==> src/rtl/matrix_stream_ctrl.sv <==
// matrix_stream_ctrl: streams A/B operands into a matrix accelerator, starts it, polls for completion and streams C back out.
// Load writes are registered, so LOAD_B holds one extra cycle for the final B write to drain before the START control write.
module matrix_stream_ctrl #(
  parameter int SIZE_ROW_MAX    = 8,
  parameter int SIZE_COLUMN_MAX = 4,
  parameter int TIMEOUT         = 4096
) (
  input  logic        CLOCK_25,
  input  logic        rst,
  input  logic        cfg_valid,
  output logic        cfg_ready,
  input  logic [7:0]  cfg_rows,
  input  logic [7:0]  cfg_cols,
  input  logic        in_valid,
  output logic        in_ready,
  input  logic [31:0] in_data,
  output logic        out_valid,
  input  logic        out_ready,
  output logic [31:0] out_data,
  output logic        out_last,
  output logic [31:0] m_data,
  output logic [12:0] m_address,
  output logic        m_we,
  input  logic [31:0] m_rdt,
  output logic        busy,
  output logic        err
);
  localparam int TW = $clog2(TIMEOUT + 1);
  localparam logic [7:0] RMAX = 8'(SIZE_ROW_MAX);
  localparam logic [7:0] KMAX = 8'(SIZE_COLUMN_MAX);
  typedef enum logic [3:0] {IDLE, LOAD_A, LOAD_B, START, POLL, CLEAR, RD_ADDR, RD_WAIT, OUT} state_t;
  state_t        state_q, state_d;
  logic [7:0]    r_q, r_d, k_q, k_d, in_lim, out_lim;
  logic [4:0]    a_q, a_d, b_q, b_d;
  logic [TW-1:0] t_q, t_d;
  logic          done_q, done_d, wr_q, wr_d, err_q, err_d;
  logic [12:0]   wa_q, wa_d;
  logic [31:0]   wd_q, wd_d, od_q, od_d;
  logic          in_hs, out_hs, a_end, b_end, cfg_ok;
  assign busy      = state_q != IDLE;
  assign cfg_ready = state_q == IDLE && !rst;
  assign in_ready  = (state_q == LOAD_A || state_q == LOAD_B) && !done_q;
  assign out_valid = state_q == OUT;
  assign out_last  = out_valid && a_end && b_end;
  assign out_data  = od_q;
  assign err       = err_q;
  assign in_hs     = in_valid && in_ready;
  assign out_hs    = out_valid && out_ready;
  // a_q walks the outer index (i, or k in LOAD_B), b_q the inner one
  assign in_lim    = state_q == LOAD_A ? k_q : r_q;
  assign out_lim   = state_q == LOAD_B ? k_q : r_q;
  assign b_end     = {3'd0, b_q} == in_lim - 8'd1;
  assign a_end     = {3'd0, a_q} == out_lim - 8'd1;
  assign cfg_ok    = cfg_rows != 8'd0 && cfg_rows <= RMAX && cfg_cols != 8'd0 && cfg_cols <= KMAX;
  assign m_we      = wr_q || state_q == START || state_q == CLEAR;
  assign m_address = wr_q ? wa_q : state_q == POLL ? 13'h1000 :
                     state_q == RD_ADDR ? {3'd3, a_q, b_q} : 13'd0;
  assign m_data    = wr_q ? wd_q : state_q == START ? {15'd0, 1'b1, r_q, k_q} :
                     state_q == CLEAR ? {16'd0, r_q, k_q} : 32'd0;
  always_comb begin
    state_d = state_q;
    r_d     = r_q;
    k_d     = k_q;
    a_d     = a_q;
    b_d     = b_q;
    t_d     = t_q;
    done_d  = done_q;
    od_d    = od_q;
    err_d   = 1'b0;
    wr_d    = in_hs;
    wa_d    = {state_q == LOAD_A ? 3'd1 : 3'd2, a_q, b_q};
    wd_d    = in_data;
    if (in_hs || out_hs) begin
      b_d = b_end ? 5'd0 : b_q + 5'd1;
      a_d = !b_end ? a_q : a_end ? 5'd0 : a_q + 5'd1;
    end
    case (state_q)
      IDLE: if (cfg_valid) begin
        state_d = cfg_ok ? LOAD_A : IDLE;
        err_d   = !cfg_ok;
        r_d     = cfg_ok ? cfg_rows : r_q;
        k_d     = cfg_ok ? cfg_cols : k_q;
      end
      LOAD_A: state_d = in_hs && a_end && b_end ? LOAD_B : LOAD_A;
      LOAD_B: begin
        done_d  = done_q ? 1'b0 : in_hs && a_end && b_end;
        state_d = done_q ? START : LOAD_B;
      end
      START: begin
        t_d     = '0;
        state_d = POLL;
      end
      POLL: begin
        t_d = t_q + 1'b1;
        // the first POLL cycle still sees the read data of the START cycle
        if (t_q != '0 && m_rdt[0]) state_d = CLEAR;
        else if (t_q == TW'(TIMEOUT - 1)) begin
          err_d   = 1'b1;
          state_d = IDLE;
        end
      end
      CLEAR:   state_d = RD_ADDR;
      RD_ADDR: state_d = RD_WAIT;
      RD_WAIT: begin
        od_d    = m_rdt;
        state_d = OUT;
      end
      OUT:     if (out_hs) state_d = a_end && b_end ? IDLE : RD_ADDR;
      default: state_d = IDLE;
    endcase
  end
  always_ff @(posedge CLOCK_25) begin
    if (rst) begin
      state_q <= IDLE;
      r_q     <= '0;
      k_q     <= '0;
      a_q     <= '0;
      b_q     <= '0;
      t_q     <= '0;
      done_q  <= 1'b0;
      wr_q    <= 1'b0;
      err_q   <= 1'b0;
      wa_q    <= '0;
      wd_q    <= '0;
      od_q    <= '0;
    end else begin
      state_q <= state_d;
      r_q     <= r_d;
      k_q     <= k_d;
      a_q     <= a_d;
      b_q     <= b_d;
      t_q     <= t_d;
      done_q  <= done_d;
      wr_q    <= wr_d;
      err_q   <= err_d;
      wa_q    <= wa_d;
      wd_q    <= wd_d;
      od_q    <= od_d;
    end
  end
endmodule

==> config.mk <==
export PLATFORM = sky130hd
export DESIGN_NAME = matrix_stream_ctrl
export DESIGN_NICKNAME = d
export VERILOG_FILES = /design/src/rtl/matrix_stream_ctrl.sv
export SDC_FILE = /design/constraint.sdc
export NUM_CORES = 1
export LEC_CHECK = 0
export CORE_ASPECT_RATIO = 0.6
export CORE_MARGIN = 2
export CORE_UTILIZATION = 43
export DETAILED_ROUTE_END_ITERATION = 7
export PLACE_DENSITY = 0.77
export SLEW_MARGIN = 20
export SYNTH_ARGS = -nofsm -noshare
export SYNTH_HDL_FRONTEND = slang
export SYNTH_SLANG_ARGS = --single-unit
==> constraint.sdc <==
create_clock -name CLOCK_25 -period 3.31 [get_ports CLOCK_25]
set_input_delay 0.4965 -clock CLOCK_25 [delete_from_list [all_inputs] [get_ports CLOCK_25]]
set_output_delay 0.4965 -clock CLOCK_25 [all_outputs]
set_load 0.02 [all_outputs]
# Word level (Yosys, flattened, before mapping)

Cells that the tools add are included.

Equality and inequality tests: 14
Reduce and logical (&&, ||, !) cells: 29
Multiplexer cells: 26
Magnitude comparators: 2
Add/sub/neg operators: 5

Operators with widths:

| cell                                                           | count |
|---|---|
| one-hot mux 4 bit (9 select lines)                             | 1 |
| two-way mux 32 bit                                             | 1 |
| two-way mux 13 bit                                             | 2 |
| one-hot mux 13 bit (2 select lines)                            | 1 |
| two-way mux 17 bit                                             | 1 |
| equality test 4 x 3 -> 1 bit, second input constant            | 4 |
| equality test 5 x 8 -> 1 bit                                   | 2 |
| two-way mux 16 bit                                             | 1 |
| two-way mux 4 bit                                              | 4 |
| two-way mux 8 bit                                              | 2 |
| nonzero test 8 bit                                             | 2 |
| subtractor 8 x 1 -> 8 bit, second input constant               | 2 |
| adder 13 x 1 -> 13 bit, second input constant                  | 1 |
| equality test 13 x 12 -> 1 bit, second input constant          | 1 |
| logical AND 1 bit                                              | 13 |
| nonzero test 13 bit                                            | 1 |
| two-way mux 12 bit                                             | 1 |
| adder 5 x 1 -> 5 bit, second input constant                    | 2 |
| two-way mux 5 bit                                              | 2 |
| equality test 4 x 2 -> 1 bit, second input constant            | 2 |
| less-or-equal comparator 8 x 3 -> 1 bit, second input constant | 1 |
| less-or-equal comparator 8 x 4 -> 1 bit, second input constant | 1 |
| two-way mux 1 bit                                              | 6 |
| AND reduction 3 bit                                            | 2 |
| other kinds (14)                                               | 20 |

Output and inout bits: 84
Register bits after elaboration: 123
Word-level logic and storage cells: 88

# Longest topological paths before layout

Gate-level depths: netlist of the first run.

Depth after elaboration: 8
Depth in mapped cells: 13

# Worst setup path before layout of the first run

Ideal clock, no wire load.

Kind: reg-to-output
Start: reg state_q[3]
End: out out_last
Data arrival time: 3019 ps
Stages on the path, launching flop included: 13
Setup slack: -206 ps
Required time: 2813 ps
Buffers on the path: 4
Path through: dfxtp_1 buf_2 or4b_1 clkbuf_1 buf_2 mux2i_1 ha_1 nand2_1 o311a_1 o22ai_1 nand4_1 clkbuf_1 nor3_1

Longest elaborated chain between the ends: 6
Elaborated cells on any way between the ends: 11
Classes of those cells: add/sub (2); eq/ne (5); mux (2); reduce/logical (2)

Ends and longest elaborated chain:

| what                         | line | RTL |
|---|---|---|
| from (decl)                  | 32   | `state_t state_q, state_d;` |
| from (signal assigned)       | 127  | `state_q <= state_d;` |
| equality test 4 x 2 -> 1 bit | 51   | `assign out_lim = state_q == LOAD_B ? k_q : r_q;` |
| two-way mux 8 bit            | 51   |  |
| subtractor 8 x 1 -> 8 bit    | 53   | `assign a_end = {3'd0, a_q} == out_lim - 8'd1;` |
| equality test 5 x 8 -> 1 bit | 53   |  |
| logical AND 1 bit            | 44   | `assign out_last = out_valid && a_end && b_end;` |
| logical AND 1 bit *          | 44   |  |
| to (decl)                    | 20   | `output logic out_last,` |

Every way passes the cells marked *; elsewhere a longest branch is shown, timed or not.

# Final worst setup path of the first run

Start: reg state_q[0]
End: out out_last

The elaborated chain is that of the path after synthesis.

==> results.ini, run 1 <==
[timing]
finalMaxSlewViolations=0
finalSetupViolations=1
worst_pin_slew_ps=914
fin_crit_sh_pct=105
fin_crit_ps=3470
fin_worst_skew_ps=5.95
max_freq_ghz=0.288
hold_viol=0
rsz0062_at_grt=yes
relSlewSlack_pct=38.6
postLayoutSetupSlackWorst_ps=-159

[setup_path]
critical-path-top-delay-family=simple AND/OR/NAND/NOR gates
rrSetupSlack_ps=90
critPathSlowestCell=or4b_4
critical_path_required_ps=2810
rr_startpoint=state_q[1]$_SDFFE_PP0P_
cp_max_fo=8
reg2regPathDepth=12
timing_worst_setup_path_type=flip-flop to output port
path_buf_inv=2
end_kind=output port
slowest_delay_ps=540
cp_cell_sequence=or4b_4 > buf_8 > mux2i_4 > ha_4 > xor2_1 > and3_1 > nand4_1 > a211o_1 > nor3_4 > buf_6
startpoint_type=flip-flop
critPathArrivalTime_ps=2970
rr_endpoint=done_q$_SDFFE_PP0N_

[place]
dp.cells=1009
dpl.hpwl_um=12100
routabilityCongestion=1.00
place_area_sq_um=7670
portBuffers=168

[synthesis]
synth_cells=680
yosys.area.top_type=dfxtp_1
synth.top_cell.area_share_pct=43.3
synth_edf_count=0
syn_nets=771
yosys_warnings=0
syn_area_per_cell_sq_um=8.30
synthTopCellsByCount=dfxtp_1, nand2_1, nor2_1
synthFlopType=dfxtp_1
post-synth-top-count-cell=dfxtp_1
async_reset_ff_share_pct=0
seq_area_frac_synth_pct=43.3
syn_area_sq_um=5640
yosys-top-cells-area=dfxtp_1, nand2_1, mux2i_1, nor2b_1, a21oi_1
ys_ff_latch=122
ys_types=53

[power_and_ir_drop]
total_power_uw=3660
netSwitchingPower_uw=750
comb_power_share_pct=4.7
p_sw_share_pct=20.5
powerDensity_nw_per_um2=433
power.share.sequential_pct=41.1
p_clk_share_pct=54.2
leakage_uw=0.00314
irDropWorstVdd_mv=0.254
intPower_uw=2910

[cells_and_area]
instances_no_fill=1046
syn_to_final_growth_pct=49.7
drive_above_1_share_pct=11.9
final_nets=954
final_area_sq_um=8450
nFillCells=1061
n_antenna_cell=0

[worst_hold_path]
holdCritPathClass=flip-flop to flip-flop
whs_endpoint=out_data[3]$_SDFFE_PP0P_
hold_depth=2
min-delay-start=out_data[3]$_SDFFE_PP0P_

[grt]
grt_pass1_wl_um=27000
overflow=0
grt_usage_pct=23.7
antenna_found_initial=0
first_global_vias=5376
grt_max_degree=115

[routing]
post_drt_wl_per_cell_um=16.1
top_layer=met4
dr.first_iter.drc_count=506
first_pass_iters=5
routed_wirelength_um=16800
ant_nets=0
avgViaCountPerCell=5.45
route.met3.wl_um=1260
m1WireLength_um=7860
route.met2.wl_um=7440
vias=5698
drc_errors=0

[clocking]
cts.htree.levels=4
clk_latency_ps=410
post_cts_hold_buffer_count=0
root_buffer=clkbuf_16
cts-buffers-inserted=17
cts_tree=built
cts_sinks=122
cts_buffer_depth=2
clkTransAtPathRegs_ps=60

[floorplan]
die_h_um=92.7
num_io_pins=169
fp.coreArea_sq_um=12800
rows=32
dieArea_sq_um=14100
start_util_pct=44.1
die_x_um=152

[job]
maxCapViolations=0

[status]
violations=negative setup slack
outcome=finished, violations left

[per-stage QoR]
step	util (%)	TNS (ps)	setup WS (ps)	hold slack, ps
after floorplan	-	0	13.8	453
after global placement	59.9	-157	-157	442
after detailed placement	59.9	-273	-273	449
after CTS	65.6	-129	-129	457
after global routing	66.0	-223	-221	478
final	66.0	-159	-159	456
[power by group through the flow]
stage,clock [uW],sequential (uW),combinational [uW]
after CTS,2020,1510,172
after global routing,2100,1510,185
final,1980,1510,172
after floorplan,0,1530,52.7
after detailed placement,0,1540,171
after global placement,0,1540,167
[worst max-delay path by stage]
stage                           to                    start  cells after the start
after floorplan           out_last  state_q[3]$_SDFFE_PP0P_                     12
after global placement    out_last  state_q[2]$_SDFFE_PP0P_                     10
after detailed placement  out_last  state_q[2]$_SDFFE_PP0P_                     10
after CTS                 out_last  state_q[2]$_SDFFE_PP0P_                     10
after global routing      out_last  state_q[0]$_SDFFE_PP0P_                     10
final                     out_last  state_q[0]$_SDFFE_PP0P_                     10
[metal layers]
| metal | up-vias | global-route usage [%] |
|---|---|---|
| met2 | 274 | 36.9 |
| met5 | - | 0 |
| met4 | 0 | 7.09 |
| met1 | 2682 | 32.4 |
| li1 | 2712 | - |
| met3 | 30 | 6.04 |
[cells by family (layout without fill, tap and decap cells)]
kind of cell	after synthesis	in the layout	share of synthesized area (%)
DFF	122	122	43.3
adders and majority gates	6	6	1.33
AOI/OAI and AO/OA	112	112	12.6
xor gates and xnor gates	16	16	2.73
muxes	41	41	7.65
and+or+nand+nor	322	322	28.2
buffers and inverters	61	257	4.17
[cells in the final DEF, fill, tap and decap left out, types with 7 or more instances in the layout]
master / count
dfxtp_1: 120
and2_1: 25
clkbuf_16: 17
mux2i_1: 33
a211oi_1: 7
and3_1: 7
nand3_1: 25
nor2_1: 61
nor3_1: 23
clkdlybuf4s50_1: 166
or3_1: 7
a22o_1: 10
nand2_1: 98
nor2b_1: 42
a21oi_1: 46
xnor2_1: 10
inv_1: 12
o21ai_0: 15
buf_4: 43
[area by class of cell]
class / instances / area [sq um] / area share [%]
Sequential cell: 122 / 2440 / 28.9
Timing Repair Buffer: 213 / 2050 / 24.3
Multi-Input combinational cell: 497 / 3060 / 36.2
Tap cell: 170 / 213 / 2.52
Clock buffer: 19 / 453 / 5.36
Clock inverter: 13 / 189 / 2.24
Inverter: 12 / 45.0 / 0.533
[registers in the layout, indices dropped and copies added, names as in the netlist, 4 cells and up]
signal    flops
k_q           8
a_q           5
wd_q         32
state_q       4
b_q           5
out_data     32
r_q           8
wa_q         12
t_q          13
[worst reg2reg max path, delay by kind of cell (launching register included)]
| kind | cells | cell delay [ps] |
|---|---|---|
| buf+inv | 3 | 500 |
| compound gates | 3 | 530 |
| simple gates | 4 | 1320 |
| flops | 1 | 320 |
| fa+ha+maj | 1 | 250 |
| mux | 1 | 230 |
[what timing repair did]
| action | in CTS | in global routing |
|---|---|---|
| pin swaps | 5 | 10 |
| setup endpoints to repair | 1 | 3 |
| gates resized for setup | 16 | 8 |
| setup buffers | 4 | 2 |
Note: power is estimated with default switching activity, not from simulation.
==> run 2: changes to the inputs <==
CTS_CLUSTER_SIZE = 12   (was unset)
GPL_ROUTABILITY_DRIVEN = 1   (was unset)
==> results of run 2 <==
Same layout as run 1: the final DEF is identical, and so are final timing and power.
